--- config.mk ---
export PLATFORM = sky130hd
export DESIGN_NAME = ws_result_drain_flat
export DESIGN_NICKNAME = d
export VERILOG_FILES = /design/src/rtl/ws_pkg.sv /design/src/rtl/ws_result_drain_if.sv /design/src/rtl/ws_requant.sv /design/src/rtl/ws_result_drain.sv /design/src/flat_wrapper.sv
export SDC_FILE = /design/constraint.sdc
export NUM_CORES = 1
export LEC_CHECK = 0
export CAP_MARGIN = 40
export CELL_PAD_IN_SITES_DETAIL_PLACEMENT = 1
export CELL_PAD_IN_SITES_GLOBAL_PLACEMENT = 1
export CORE_UTILIZATION = 44
export DETAILED_ROUTE_END_ITERATION = 12
export HOLD_SLACK_MARGIN = 0.03
export PLACE_DENSITY = 0.91
export SLEW_MARGIN = 40
export SYNTH_ARGS = -nofsm -noshare
export SYNTH_HDL_FRONTEND = slang
export SYNTH_HIERARCHICAL = 1
export SYNTH_SLANG_ARGS = --single-unit
--- constraint.sdc ---
create_clock -name clk -period 4.7 [get_ports clk]
set_input_delay 1.175 -clock clk [delete_from_list [all_inputs] [get_ports clk]]
set_output_delay 1.175 -clock clk [all_outputs]
set_load 0.005 [all_outputs]
--- src/rtl/ws_pkg.sv ---
// Shared types and width/saturation helpers for the weight-stationary result drain.
package ws_pkg;

    typedef enum logic {
        IDLE   = 1'b0,
        STREAM = 1'b1
    } drain_state_e;

    function automatic int row_width(input int m);
        return ($clog2(m) > 1) ? $clog2(m) : 1;
    endfunction

    function automatic int col_width(input int n);
        return ($clog2(n) > 1) ? $clog2(n) : 1;
    endfunction

    function automatic int shift_width(input int dw);
        return $clog2(2 * dw);
    endfunction

    // Requantised results must fit a signed DATA_WIDTH operand.
    function automatic longint sat_hi(input int dw);
        return (longint'(1) <<< (dw - 1)) - longint'(1);
    endfunction

    function automatic longint sat_lo(input int dw);
        return -(longint'(1) <<< (dw - 1));
    endfunction

endpackage

--- src/rtl/ws_result_drain_if.sv ---
// Valid/ready result stream from the drain to the writeback path.
interface ws_result_drain_if
    import ws_pkg::*;
#(
    parameter int DATA_WIDTH = 16,
    parameter int M          = 4,
    parameter int N          = 4
);
    localparam int RW = row_width(M);
    localparam int CW = col_width(N);

    logic                    m_valid;
    logic                    m_ready;
    logic [2*DATA_WIDTH-1:0] m_data;
    logic [RW-1:0]           m_row;
    logic [CW-1:0]           m_col;
    logic                    m_last;

    modport master (
        output m_valid,
        input  m_ready,
        output m_data,
        output m_row,
        output m_col,
        output m_last
    );

    modport slave (
        input  m_valid,
        output m_ready,
        input  m_data,
        input  m_row,
        input  m_col,
        input  m_last
    );

endinterface

--- src/rtl/ws_requant.sv ---
// Combinational arithmetic right shift followed by saturation to a signed DATA_WIDTH range.
module ws_requant
    import ws_pkg::*;
#(
    parameter int DATA_WIDTH = 16
) (
    input  logic signed [2*DATA_WIDTH-1:0]         acc_i,
    input  logic        [shift_width(DATA_WIDTH)-1:0] shift_i,
    output logic signed [2*DATA_WIDTH-1:0]         res_o
);
    localparam int AW = 2 * DATA_WIDTH;
    localparam logic signed [AW-1:0] SAT_HI = AW'(sat_hi(DATA_WIDTH));
    localparam logic signed [AW-1:0] SAT_LO = AW'(sat_lo(DATA_WIDTH));

    logic signed [AW-1:0] shifted;

    // Truncating shift; the clamped value is already sign-extended to full width.
    always_comb begin
        shifted = acc_i >>> shift_i;
        res_o   = shifted;
        if (shifted > SAT_HI) begin
            res_o = SAT_HI;
        end else if (shifted < SAT_LO) begin
            res_o = SAT_LO;
        end
    end

endmodule

--- src/rtl/ws_result_drain.sv ---
// Snapshots the M x N accumulator matrix on capture and streams it out row-major.
// Optional requantisation of each element is enabled with `define WS_DRAIN_REQUANT_EN.
module ws_result_drain
    import ws_pkg::*;
#(
    parameter int DATA_WIDTH = 16,
    parameter int M          = 4,
    parameter int N          = 4
) (
    input  logic                                      clk,
    input  logic                                      rst_n,
    input  logic                                      capture_i,
    input  logic [0:M-1][0:N-1][2*DATA_WIDTH-1:0]     c_in,
    input  logic [shift_width(DATA_WIDTH)-1:0]        shift_i,
    ws_result_drain_if.master                         m_if,
    output logic                                      busy,
    output logic                                      overrun
);
    localparam int AW = 2 * DATA_WIDTH;
    localparam int RW = row_width(M);
    localparam int CW = col_width(N);
    localparam int SW = shift_width(DATA_WIDTH);

    drain_state_e                  state_q, state_d;
    logic [RW-1:0]                 row_q, row_d;
    logic [CW-1:0]                 col_q, col_d;
    logic [0:M-1][0:N-1][AW-1:0]   buf_q;
    logic                          overrun_q, overrun_d;
    logic                          loadBuf;
    logic                          xfer;
    logic                          lastIdx;
    logic                          streaming;
    logic [AW-1:0]                 rawElem;
    logic [AW-1:0]                 elemVal;

    assign streaming = (state_q == STREAM);
    assign xfer      = streaming && m_if.m_ready;
    assign lastIdx   = (row_q == RW'(M - 1)) && (col_q == CW'(N - 1));

    always_comb begin
        state_d   = state_q;
        row_d     = row_q;
        col_d     = col_q;
        loadBuf   = 1'b0;
        overrun_d = 1'b0;
        unique case (state_q)
            IDLE: begin
                if (capture_i) begin
                    loadBuf = 1'b1;
                    row_d   = '0;
                    col_d   = '0;
                    state_d = STREAM;
                end
            end
            STREAM: begin
                // A capture is only safe when it coincides with the final transfer.
                if (xfer && lastIdx) begin
                    row_d = '0;
                    col_d = '0;
                    if (capture_i) begin
                        loadBuf = 1'b1;
                    end else begin
                        state_d = IDLE;
                    end
                end else begin
                    overrun_d = capture_i;
                    if (xfer) begin
                        if (col_q == CW'(N - 1)) begin
                            col_d = '0;
                            row_d = row_q + RW'(1);
                        end else begin
                            col_d = col_q + CW'(1);
                        end
                    end
                end
            end
            default: state_d = IDLE;
        endcase
    end

    always_ff @(posedge clk or negedge rst_n) begin
        if (!rst_n) begin
            state_q   <= IDLE;
            row_q     <= '0;
            col_q     <= '0;
            overrun_q <= 1'b0;
        end else begin
            state_q   <= state_d;
            row_q     <= row_d;
            col_q     <= col_d;
            overrun_q <= overrun_d;
        end
    end

    always_ff @(posedge clk or negedge rst_n) begin
        if (!rst_n) begin
            buf_q <= '0;
        end else if (loadBuf) begin
            buf_q <= c_in;
        end
    end

    assign rawElem = buf_q[row_q][col_q];

`ifdef WS_DRAIN_REQUANT_EN
    logic [SW-1:0] shift_q;

    always_ff @(posedge clk or negedge rst_n) begin
        if (!rst_n) begin
            shift_q <= '0;
        end else if (loadBuf) begin
            shift_q <= shift_i;
        end
    end

    ws_requant #(
        .DATA_WIDTH(DATA_WIDTH)
    ) u_requant (
        .acc_i   (rawElem),
        .shift_i (shift_q),
        .res_o   (elemVal)
    );
`else
    // The shift amount has no effect without requantisation.
    logic unused_shift;
    assign unused_shift = ^{shift_i, SW'(0)};
    assign elemVal      = rawElem;
`endif

    assign m_if.m_valid = streaming;
    assign m_if.m_data  = streaming ? elemVal : '0;
    assign m_if.m_row   = streaming ? row_q : '0;
    assign m_if.m_col   = streaming ? col_q : '0;
    assign m_if.m_last  = streaming && lastIdx;
    assign busy         = streaming;
    assign overrun      = overrun_q;

endmodule
--- src/flat_wrapper.sv ---
// flat-port wrapper written by rule: the top's interface ports become plain ports
module ws_result_drain_flat import ws_pkg::*;
#(
    parameter int DATA_WIDTH = 16,
    parameter int M          = 4,
    parameter int N          = 4
)
  (clk, rst_n, capture_i, c_in, shift_i, busy, overrun, m_if_m_valid, m_if_m_ready, m_if_m_data, m_if_m_row, m_if_m_col, m_if_m_last);
  ws_result_drain_if #(.DATA_WIDTH(DATA_WIDTH), .M(M), .N(N)) m_if_i ();
  input  logic clk;
  input  logic rst_n;
  input  logic capture_i;
  input  logic [0:M-1][0:N-1][2*DATA_WIDTH-1:0] c_in;
  input  logic [shift_width(DATA_WIDTH)-1:0] shift_i;
  output logic busy;
  output logic overrun;
  output wire logic [$bits(m_if_i.m_valid)-1:0] m_if_m_valid;
  input wire logic [$bits(m_if_i.m_ready)-1:0] m_if_m_ready;
  output wire logic [$bits(m_if_i.m_data)-1:0] m_if_m_data;
  output wire logic [$bits(m_if_i.m_row)-1:0] m_if_m_row;
  output wire logic [$bits(m_if_i.m_col)-1:0] m_if_m_col;
  output wire logic [$bits(m_if_i.m_last)-1:0] m_if_m_last;
  assign m_if_m_valid = m_if_i.m_valid;
  assign m_if_i.m_ready = m_if_m_ready;
  assign m_if_m_data = m_if_i.m_data;
  assign m_if_m_row = m_if_i.m_row;
  assign m_if_m_col = m_if_i.m_col;
  assign m_if_m_last = m_if_i.m_last;
  ws_result_drain #(.DATA_WIDTH(DATA_WIDTH), .M(M), .N(N)) u_core (.clk(clk), .rst_n(rst_n), .capture_i(capture_i), .c_in(c_in), .shift_i(shift_i), .m_if(m_if_i), .busy(busy), .overrun(overrun));
endmodule
==> results.py, run 1 <==
metrics = {
    "timing": {
        "setup_viol": 0,
        "whs_ns": 0.5075,
        "hold_viol": 0,
        "tns_ns": 0,
        "max-slew-margin-rel_pct": 50.63,
        "period_needed_ns": 4.542,
        "setup_ws_ns": 0.1577,
        "finalCritPeriodShare_pct": 96.64,
        "tightest_slew_ns": 0.7405,
        "skew_ns": 0.02462,
        "max_freq_mhz": 220.2,
        "maxSlewViolCount": 0,
        "rsz0062_at_grt": "false",
    },
    "drt": {
        "viasPerCell": 5.715,
        "vias": 16774,
        "first_pass_iters": 5,
        "routedWlPerCell_um": 29.71,
        "route.detailed.drc": 0,
        "wirelength_um": 87190,
        "ant_nets": 0,
        "drtIter0Drc": 1055,
    },
    "yosys": {
        "synth_top_family_by_area": "multiplexers",
        "yosys_warnings": 6,
        "syn_area_um2": 23830,
        "ys_seq_elements": 518,
        "syn_avg_cell_area_um2": 14.38,
        "synth_compound_gate_area_share_pct": 4.656,
        "syn_inst": 1657,
        "synth-xor-area-share_pct": 0,
        "ys_types": 25,
        "synthMuxAreaShare_pct": 35.27,
        "syn_nets": 2180,
        "synth_seq_area_share_pct": 54.39,
        "synth_fa_ha_area_share_pct": 0.1050,
        "yosys.area_share.simple_pct": 1.711,
    },
    "setup_path": {
        "cp_max_fo": 31,
        "crit_chain": "buf_4 > nor2b_4 > buf_4 > a22oi_1 > nand2_1 > o21ai_0 > clkdlybuf4s50_1",
        "slowest_stage": "clkdlybuf4s50_1",
        "cp_common_cell": "buf_4",
        "r2r_cells": 8,
        "critical_path_arrival_ns": 3.37,
        "crit_type": "reg -> out",
        "r2r-start": "u_core/row_q[0]$_DFFE_PN0P_",
        "r2r_end": "u_core/buf_q[262]$_DFFE_PN0P_",
        "cp_top_family": "buffers and inverters",
        "worstPathRequired_ns": 3.52,
        "endpoint_kind": "output port",
        "critPathMaxStageDelay_ns": 0.58,
        "path_buf_inv": 3,
        "worst-r2r-setup-slack_ns": 1.58,
        "startpoint_type": "flip-flop",
    },
    "global_route": {
        "grt_max_degree": 119,
        "grt_use_total_pct": 31.52,
        "grt_overflow": 0,
        "grt_pass1_vias": 19183,
        "grt_pass1_wl_um": 129400,
        "antenna_found_initial": 35,
    },
    "placement": {
        "port_buffers": 555,
        "place.gp.congestion": 0.8713,
        "place_area_um2": 29880,
        "dp_hpwl_um": 60820,
        "dpl.cell_count": 2818,
        "place_ws_ns": 0.7961,
    },
    "power_and_ir_drop": {
        "pwr-share-clk_pct": 20.2,
        "p_switching_mw": 7.902,
        "power.density_nw_per_um2": 681.6,
        "leakage_nw": 13.53,
        "seqPwrFrac_pct": 37.1,
        "switching_share_pct": 36.57,
        "power_frac_comb_pct": 42.7,
        "ir_worst_vdd_mv": 0.4188,
        "p_int_mw": 13.71,
    },
    "finish": {
        "layout_common_cells": "clkdlybuf4s50_1 (554), dfrtp_1 (517), mux2_2 (515)",
        "instances_no_fill": 2935,
        "final_common_cell": "clkdlybuf4s50_1",
        "drive_gt1_share_pct": 29.07,
        "stdcell_area_um2": 31700,
        "area_delta_synth_final_pct": 33.00,
        "nNetsFinal": 2710,
    },
    "floorplanning": {
        "initial_core_util_pct": 44.91,
        "core_um2": 53080,
        "die_width_um": 234.7,
        "die_y_um": 234.7,
        "dieArea_um2": 55100,
        "num_rows": 84,
        "ios": 561,
    },
    "run": {
        "maxCapViolations": 0,
    },
    "min_path": {
        "min_from": "u_core/buf_q[495]$_DFFE_PN0P_",
        "min_path_cells": 1,
        "holdPathEnd": "u_core/buf_q[495]$_DFFE_PN0P_",
        "hp-class": "reg -> reg",
    },
    "clock_tree": {
        "cts_setup_buffers": 0,
        "root_buffer": "clkbuf_16",
        "clkSinkCount": 518,
        "htree_levels": 2,
        "clkLatencyLatePin_ns": 0.62,
        "cts_tree": "done",
        "cts_hold_buf": 0,
        "path_clk_slew_ns": 0.06,
        "clock_path_buffers": 3,
        "cts_resized": 0,
        "cts_buffers": 55,
    },
    "status": {
        "status": "finished clean",
    },
}
routing by layer:
layer / global-route usage [%] / up-vias / share of wire (%) / wire length [µm]
met4: 14.11 / 26 / 4.2 / 3688
met5: 0 / - / 0.21 / 182
met1: 37.16 / 8778 / 38 / 33370
met2: 53.82 / 626 / 50 / 43960
met3: 8.482 / 201 / 6.9 / 5992
li1: - / 7143 / - / -
how the worst max path moves through the flow:
| stage | startpoint | to | cells past startpoint |
|---|---|---|---|
| 4_1_cts | u_core/col_q[0]$_DFFE_PN0P_ | m_if_m_data[22] | 8 |
| 5_1_grt | u_core/col_q[0]$_DFFE_PN0P_ | m_if_m_data[22] | 8 |
| 2_1_floorplan | u_core/row_q[0]$_DFFE_PN0P_ | m_if_m_data[13] | 4 |
| 6_report | u_core/col_q[0]$_DFFE_PN0P_ | m_if_m_data[9] | 7 |
| 3_3_place_gp | u_core/col_q[0]$_DFFE_PN0P_ | m_if_m_data[9] | 7 |
| 3_5_place_dp | u_core/col_q[0]$_DFFE_PN0P_ | m_if_m_data[21] | 8 |
power groups by stage:
| stage | logic (mW) | clock network [mW] | registers [mW] |
|---|---|---|---|
| floorplan | 5.43 | 0 | 7.43 |
| global placement | 8.58 | 0 | 7.71 |
| detailed placement | 8.98 | 0 | 7.98 |
| CTS | 9.23 | 4.45 | 7.99 |
| global route | 9.71 | 4.60 | 8.23 |
| finish | 9.22 | 4.37 | 8.02 |
cell families after synthesis:
kind of cell	after synthesis
muxes	768
DFF	518
AOI/OAI and AO/OA	159
buffers and inverters	123
and+or+nand+nor	87
adders and majority gates	2
per-stage QoR:
step	utilization, %	power, mW
floorplan	-	12.86
global placement	56.29	16.29
detailed placement	56.29	16.96
CTS	59.63	21.67
global route	59.71	22.54
finish	59.73	21.61
state kept, by name (all words and copies together), names as in the netlist:
name	cells
u_core/busy	1
u_core/buf_q	512
u_core/col_q	2
u_core/row_q	2
u_core/overrun	1
cell usage after synthesis, drive strengths merged:
master	number	area, µm²
nor3b	1	7.510
a22o	1	8.760
mux2i	247	2472
nand2b	6	37.54
a221oi	1	8.760
dfrtp	518	12960
and2	5	31.28
buf	91	802.0
a22oi	121	908.4
o21ai	35	175.2
clkbuf	31	116.4
a21oi	1	8.760
inv	1	3.750
ha	2	25.02
nand2	36	135.1
and3	1	6.260
nor2	3	11.26
nor2b	3	18.77
nand3	32	160.2
mux2	515	5799
mux4	6	135.1
area by class of cell:
class                   instances  area, µm²
diodes                         21      52.55
clock buffers                  87       1627
clock inverters                 9      145.1
fillers                      5007      21380
inverters                       1      3.754
multi-input cells            1016       9985
flip-flops and latches        518      12970
well taps                     688      860.8
repair buffers                595       6061
Note: power is estimated with default switching activity, not from simulation.
==> run 2, diff against run 1 <==
--- a/config.mk
+++ b/config.mk
@@ -5,13 +5,13 @@
 export SDC_FILE = /design/constraint.sdc
 export NUM_CORES = 1
 export LEC_CHECK = 0
-export CAP_MARGIN = 40
+export CAP_MARGIN = 20
 export CELL_PAD_IN_SITES_DETAIL_PLACEMENT = 1
 export CELL_PAD_IN_SITES_GLOBAL_PLACEMENT = 1
-export CORE_UTILIZATION = 44
+export CORE_UTILIZATION = 41
 export DETAILED_ROUTE_END_ITERATION = 12
 export HOLD_SLACK_MARGIN = 0.03
-export PLACE_DENSITY = 0.91
+export PLACE_DENSITY = 0.86
 export SLEW_MARGIN = 40
 export SYNTH_ARGS = -nofsm -noshare
 export SYNTH_HDL_FRONTEND = slang
==> constraint.sdc (replaced) <==
create_clock -name clk -period 4.61 [get_ports clk]
set_input_delay 1.1525 -clock clk [delete_from_list [all_inputs] [get_ports clk]]
set_output_delay 1.1525 -clock clk [all_outputs]
set_load 0.005 [all_outputs]
==> results.py, run 2 (synthesized netlist as in run 1, its figures left out) <==
metrics = {
    "power_and_ir_drop": {
        "power.density_nw_per_um2": 684.4,
        "ir_worst_vdd_mv": 0.4616,
        "leakage_nw": 13.68,
    },
    "min_path": {
        "hp-class": "in -> async",
    },
    "timing": {
        "period_needed_ns": 4.472,
        "setup_viol": 0,
        "max_freq_mhz": 223.6,
        "tns_ns": 0,
        "maxSlewViolCount": 0,
        "hold_viol": 0,
        "skew_ns": 0.01500,
        "max-slew-margin-rel_pct": 50.05,
        "setup_ws_ns": 0.1381,
        "finalCritPeriodShare_pct": 97.00,
        "tightest_slew_ns": 0.7492,
        "rsz0062_at_grt": "false",
    },
    "clock_tree": {
        "cts_setup_buffers": 0,
        "cts_buffers": 57,
        "clkLatencyLatePin_ns": 0.61,
        "root_buffer": "clkbuf_16",
        "cts_hold_buf": 0,
        "htree_levels": 2,
        "clkSinkCount": 518,
        "path_clk_slew_ns": 0.06,
        "cts_tree": "done",
        "clock_path_buffers": 3,
    },
    "drt": {
        "viasPerCell": 5.449,
        "drtIter0Drc": 870,
        "wirelength_um": 83220,
        "route.detailed.drc": 0,
        "vias": 16544,
        "routedWlPerCell_um": 27.41,
        "first_pass_iters": 5,
        "ant_nets": 0,
    },
    "setup_path": {
        "crit_type": "reg -> out",
        "endpoint_kind": "output port",
        "cp_top_family": "simple AND/OR/NAND/NOR gates",
        "cp_max_fo": 15,
        "crit_chain": "nor2_4 > buf_4 > a22oi_1 > nand3_1 > o21ai_0 > clkdlybuf4s50_1",
        "worstPathRequired_ns": 3.46,
        "critical_path_arrival_ns": 3.32,
        "slowest_stage": "nor2_4",
        "critPathMaxStageDelay_ns": 0.64,
        "path_buf_inv": 2,
        "startpoint_type": "flip-flop",
    },
    "placement": {
        "place.gp.congestion": 0.8670,
        "port_buffers": 555,
        "dp_hpwl_um": 59780,
        "place_ws_ns": 0.6512,
    },
    "floorplanning": {
        "die_width_um": 243.1,
        "initial_core_util_pct": 41.39,
        "die_y_um": 243.1,
        "num_rows": 88,
        "dieArea_um2": 59100,
        "ios": 561,
        "core_um2": 57590,
    },
    "finish": {
        "area_delta_synth_final_pct": 34.45,
        "layout_common_cells": "clkdlybuf4s50_1 (554), dfrtp_1 (516), mux2_2 (515)",
        "final_common_cell": "clkdlybuf4s50_1",
        "nNetsFinal": 2732,
        "largest_register": "u_core/buf_q",
        "largest_reg_flops": 512,
        "drive_gt1_share_pct": 30.08,
        "largestRegisters": "u_core/buf_q: 512 flops, u_core/col_q: 2 flops, u_core/row_q: 2 flops",
    },
    "global_route": {
        "grt_max_degree": 103,
        "grt_use_total_pct": 28.08,
        "grt_pass1_wl_um": 123300,
        "grt_overflow": 0,
        "antenna_found_initial": 40,
        "grt_pass1_vias": 19161,
    },
    "status": {
        "status": "finished clean",
    },
    "run": {
        "maxCapViolations": 0,
    },
}
run 2: cell types whose count changed in the layout (fill, tap and decap cells not counted), moves of 2 or more:
cell	delta
clkbuf_8	-3
clkbuf_1	-3
clkinv_4	+2
clkinv_2	+5
buf_4	+18
clkbuf_16	+4
clkinv_8	-2
run 2: worst register-to-register path, stage by stage (launching register included):
cell and delay [ns]:
dfrtp_4 0.55, buf_12 0.27, buf_4 0.45, ha_1 0.28, nand3_1 0.16, a21oi_4 0.25
buf_12 0.38, buf_4 0.52, mux2_2 0.42
run 2: worst paths after layout:
| kind | startpoint | end | slack, ns | cells after the start |
|---|---|---|---|---|
| max in group asynchronous | rst_n | u_core/buf_q[287]$_DFFE_PN0P_ | 2.91 | 3 |
| min in group clk | u_core/buf_q[492]$_DFFE_PN0P_ | u_core/buf_q[492]$_DFFE_PN0P_ | 0.50 | 1 |
| setup / recovery | u_core/col_q[0]$_DFFE_PN0P_ | m_if_m_data[14] | 0.14 | 6 |
| hold reg to reg | u_core/buf_q[492]$_DFFE_PN0P_ | u_core/buf_q[492]$_DFFE_PN0P_ | 0.50 | 1 |
| hold / removal | rst_n | u_core/buf_q[36]$_DFFE_PN0P_ | 0.44 | 1 |
| setup reg to reg | u_core/row_q[0]$_DFFE_PN0P_ | u_core/buf_q[246]$_DFFE_PN0P_ | 1.21 | 8 |
run 2: cell type report:
type,instances,area (µm²)
Antenna cell,20,50.05
Timing Repair Buffer,614,6223
Clock buffer,85,1674
Fill cell,5606,25540
Clock inverter,16,171.4
Sequential cell,518,12970
Inverter,1,3.754
Multi-Input combinational cell,1017,9998
Tap cell,765,957.2
run 2: per-stage QoR:
stage / utilization, % / power [mW] / area (µm²) / cells / hold WS [ns]
detailed placement: 52.33 / 17.28 / 30140 / 2914 / 0.4942
global route: 55.64 / 23.02 / 32040 / 3034 / 0.4379
CTS: 55.54 / 22.05 / 31980 / 3015 / 0.4298
floorplan: - / 13.11 / 23830 / 1657 / 0.4751
finish: 55.65 / 21.93 / 32050 / 3036 / 0.4387
global placement: 52.29 / 16.67 / 30110 / 2913 / 0.4840
run 2: timing repair:
| item | 4_1_cts | 5_1_grt |
|---|---|---|
| pin swaps | 1 | 1 |
| gates cloned | 0 | 1 |
| setup endpoints to repair | 3 | 11 |
| gates resized for setup | 0 | 2 |
run 2: where the power goes:
group | internal (mW) | leakage (nW) | switching [mW]
Sequential | 6.76 | 6.34 | 1.37
Clock | 2.66 | 0.905 | 1.88
Combinational | 4.71 | 6.43 | 4.55
run 2: layer usage:
| layer | up-vias | global-route usage, % | share of wire (%) |
|---|---|---|---|
| met2 | 561 | 47.03 | 50 |
| met3 | 183 | 7.707 | 6.7 |
| met4 | 30 | 12.60 | 4.1 |
| li1 | 7190 | - | - |
| met5 | - | 0 | 0.23 |
| met1 | 8580 | 33.63 | 39 |
==> run 3, diff against run 2 <==
==> constraint.sdc (replaced) <==
create_clock -name clk -period 4.61 [get_ports clk]
set_input_delay 0.6915 -clock clk [delete_from_list [all_inputs] [get_ports clk]]
set_output_delay 0.6915 -clock clk [all_outputs]
set_load 0.005 [all_outputs]
==> results.py, run 3 (synthesized netlist as in run 1, its figures left out) <==
metrics = {
    "clock_tree": {
        "clkLatencyLatePin_ns": 0.60,
        "cts_resized": 0,
        "cts_setup_buffers": 0,
        "clock_path_buffers": 3,
        "path_clk_slew_ns": 0.06,
        "root_buffer": "clkbuf_16",
        "cts_tree": "done",
        "cts_buffers": 57,
        "clkSinkCount": 518,
        "cts_hold_buf": 0,
        "htree_levels": 2,
    },
    "timing": {
        "hold_viol": 0,
        "setup_viol": 0,
        "skew_ns": 0.01099,
        "max_freq_mhz": 231.1,
        "rsz0062_at_grt": "false",
        "tns_ns": 0,
        "period_needed_ns": 4.328,
        "maxSlewViolCount": 0,
        "setup_ws_ns": 0.2824,
        "tightest_slew_ns": 0.7809,
        "finalCritPeriodShare_pct": 93.87,
        "max-slew-margin-rel_pct": 47.94,
    },
    "setup_path": {
        "crit_type": "reg -> out",
        "endpoint_kind": "output port",
        "worstPathRequired_ns": 3.92,
        "critical_path_arrival_ns": 3.64,
        "startpoint_type": "flip-flop",
        "cp_max_fo": 13,
    },
    "global_route": {
        "grt_pass1_wl_um": 122600,
        "grt_overflow": 0,
        "grt_pass1_vias": 18758,
        "grt_max_degree": 125,
        "antenna_found_initial": 36,
        "grt_use_total_pct": 27.84,
    },
    "finish": {
        "nNetsFinal": 2717,
        "layout_common_cells": "clkdlybuf4s50_1 (554), dfrtp_1 (517), mux2_2 (515)",
        "final_common_cell": "clkdlybuf4s50_1",
        "area_delta_synth_final_pct": 33.68,
        "stdcell_area_um2": 31860,
        "largestRegisters": "u_core/buf_q: 512 flops, u_core/col_q: 2 flops, u_core/row_q: 2 flops",
        "largest_reg_flops": 512,
        "fin_util_pct": 55.33,
        "largest_register": "u_core/buf_q",
        "drive_gt1_share_pct": 29.49,
    },
    "drt": {
        "wl_met1_um": 32830,
        "top_layer_used": "met5",
        "viasPerCell": 5.475,
        "vias": 16533,
        "wl_met3_um": 5552,
        "drtIter0Drc": 1013,
        "routedWlPerCell_um": 27.41,
        "ant_nets": 0,
        "wirelength_um": 82790,
        "routed-wl-met2_um": 40830,
        "route.detailed.drc": 0,
        "first_pass_iters": 5,
    },
    "run": {
        "maxCapViolations": 0,
    },
    "min_path": {
        "hp-class": "in -> async",
    },
    "power_and_ir_drop": {
        "ir_worst_vdd_mv": 0.3532,
        "leakage_nw": 13.57,
        "power.density_nw_per_um2": 681.5,
    },
    "floorplanning": {
        "die_y_um": 243.1,
        "num_rows": 88,
        "initial_core_util_pct": 41.39,
        "dieArea_um2": 59100,
        "die_width_um": 243.1,
        "core_um2": 57590,
        "ios": 561,
    },
    "placement": {
        "port_buffers": 555,
        "place_area_um2": 29990,
        "dp_hpwl_um": 58910,
        "place.gp.congestion": 0.8384,
        "place_ws_ns": 0.9661,
    },
    "status": {
        "status": "finished clean",
    },
}
-- run 3: path summary, 6_finish.rpt --
path	from	endpoint	slack, ns	depth (start not counted)
max	u_core/row_q[1]$_DFFE_PN0P_	m_if_m_data[14]	0.28	6
max reg2reg	u_core/row_q[0]$_DFFE_PN0P_	u_core/buf_q[315]$_DFFE_PN0P_	1.25	7
max in group asynchronous	rst_n	u_core/buf_q[372]$_DFFE_PN0P_	3.46	3
min reg2reg	u_core/buf_q[466]$_DFFE_PN0P_	u_core/buf_q[466]$_DFFE_PN0P_	0.50	1
min	rst_n	u_core/buf_q[36]$_DFFE_PN0P_	0.02	1
min in group clk	u_core/buf_q[466]$_DFFE_PN0P_	u_core/buf_q[466]$_DFFE_PN0P_	0.50	1
-- run 3: per-stage QoR --
stage / power (mW) / hold WS, ns / cells
2_1_floorplan: 13.11 / 0.3959 / 1657
3_3_place_gp: 16.61 / 0.4858 / 2899
3_5_place_dp: 17.22 / 0.4914 / 2899
4_1_cts: 21.86 / 0.1477 / 2995
5_1_grt: 22.79 / 0.03273 / 3016
6_report: 21.71 / 0.01628 / 3020
-- run 3: worst max-delay path, cell delays in order, from the launching register on --
cell and delay, ns:
dfrtp_1 0.77, nor2b_4 0.65, buf_4 0.33, a22oi_1 0.11, nand3_1 0.32, o21ai_0 0.30, clkdlybuf4s50_1 0.54
-- run 3: where the power goes --
part / leakage (nW) / total (mW) / internal [mW] / switching (mW)
logic: 6.36 / 9.11 / 4.65 / 4.46
clock network: 0.874 / 4.44 / 2.57 / 1.87
registers: 6.34 / 8.16 / 6.76 / 1.40
-- run 3: area by class of cell --
| class | count | area (µm²) |
|---|---|---|
| Timing Repair Buffer | 600 | 6106 |
| Clock buffer | 83 | 1654 |
| Clock inverter | 13 | 128.9 |
| Fill cell | 5619 | 25720 |
| Multi-Input combinational cell | 1016 | 9986 |
| Tap cell | 765 | 957.2 |
| Sequential cell | 518 | 12970 |
| Inverter | 1 | 3.754 |
| Antenna cell | 24 | 60.06 |
-- run 3: routing by layer --
| layer | GRT usage [%] | up-vias |
|---|---|---|
| li1 | - | 7168 |
| met1 | 33.55 | 8586 |
| met2 | 46.55 | 556 |
| met3 | 7.795 | 197 |
| met4 | 11.86 | 26 |
| met5 | 0 | - |
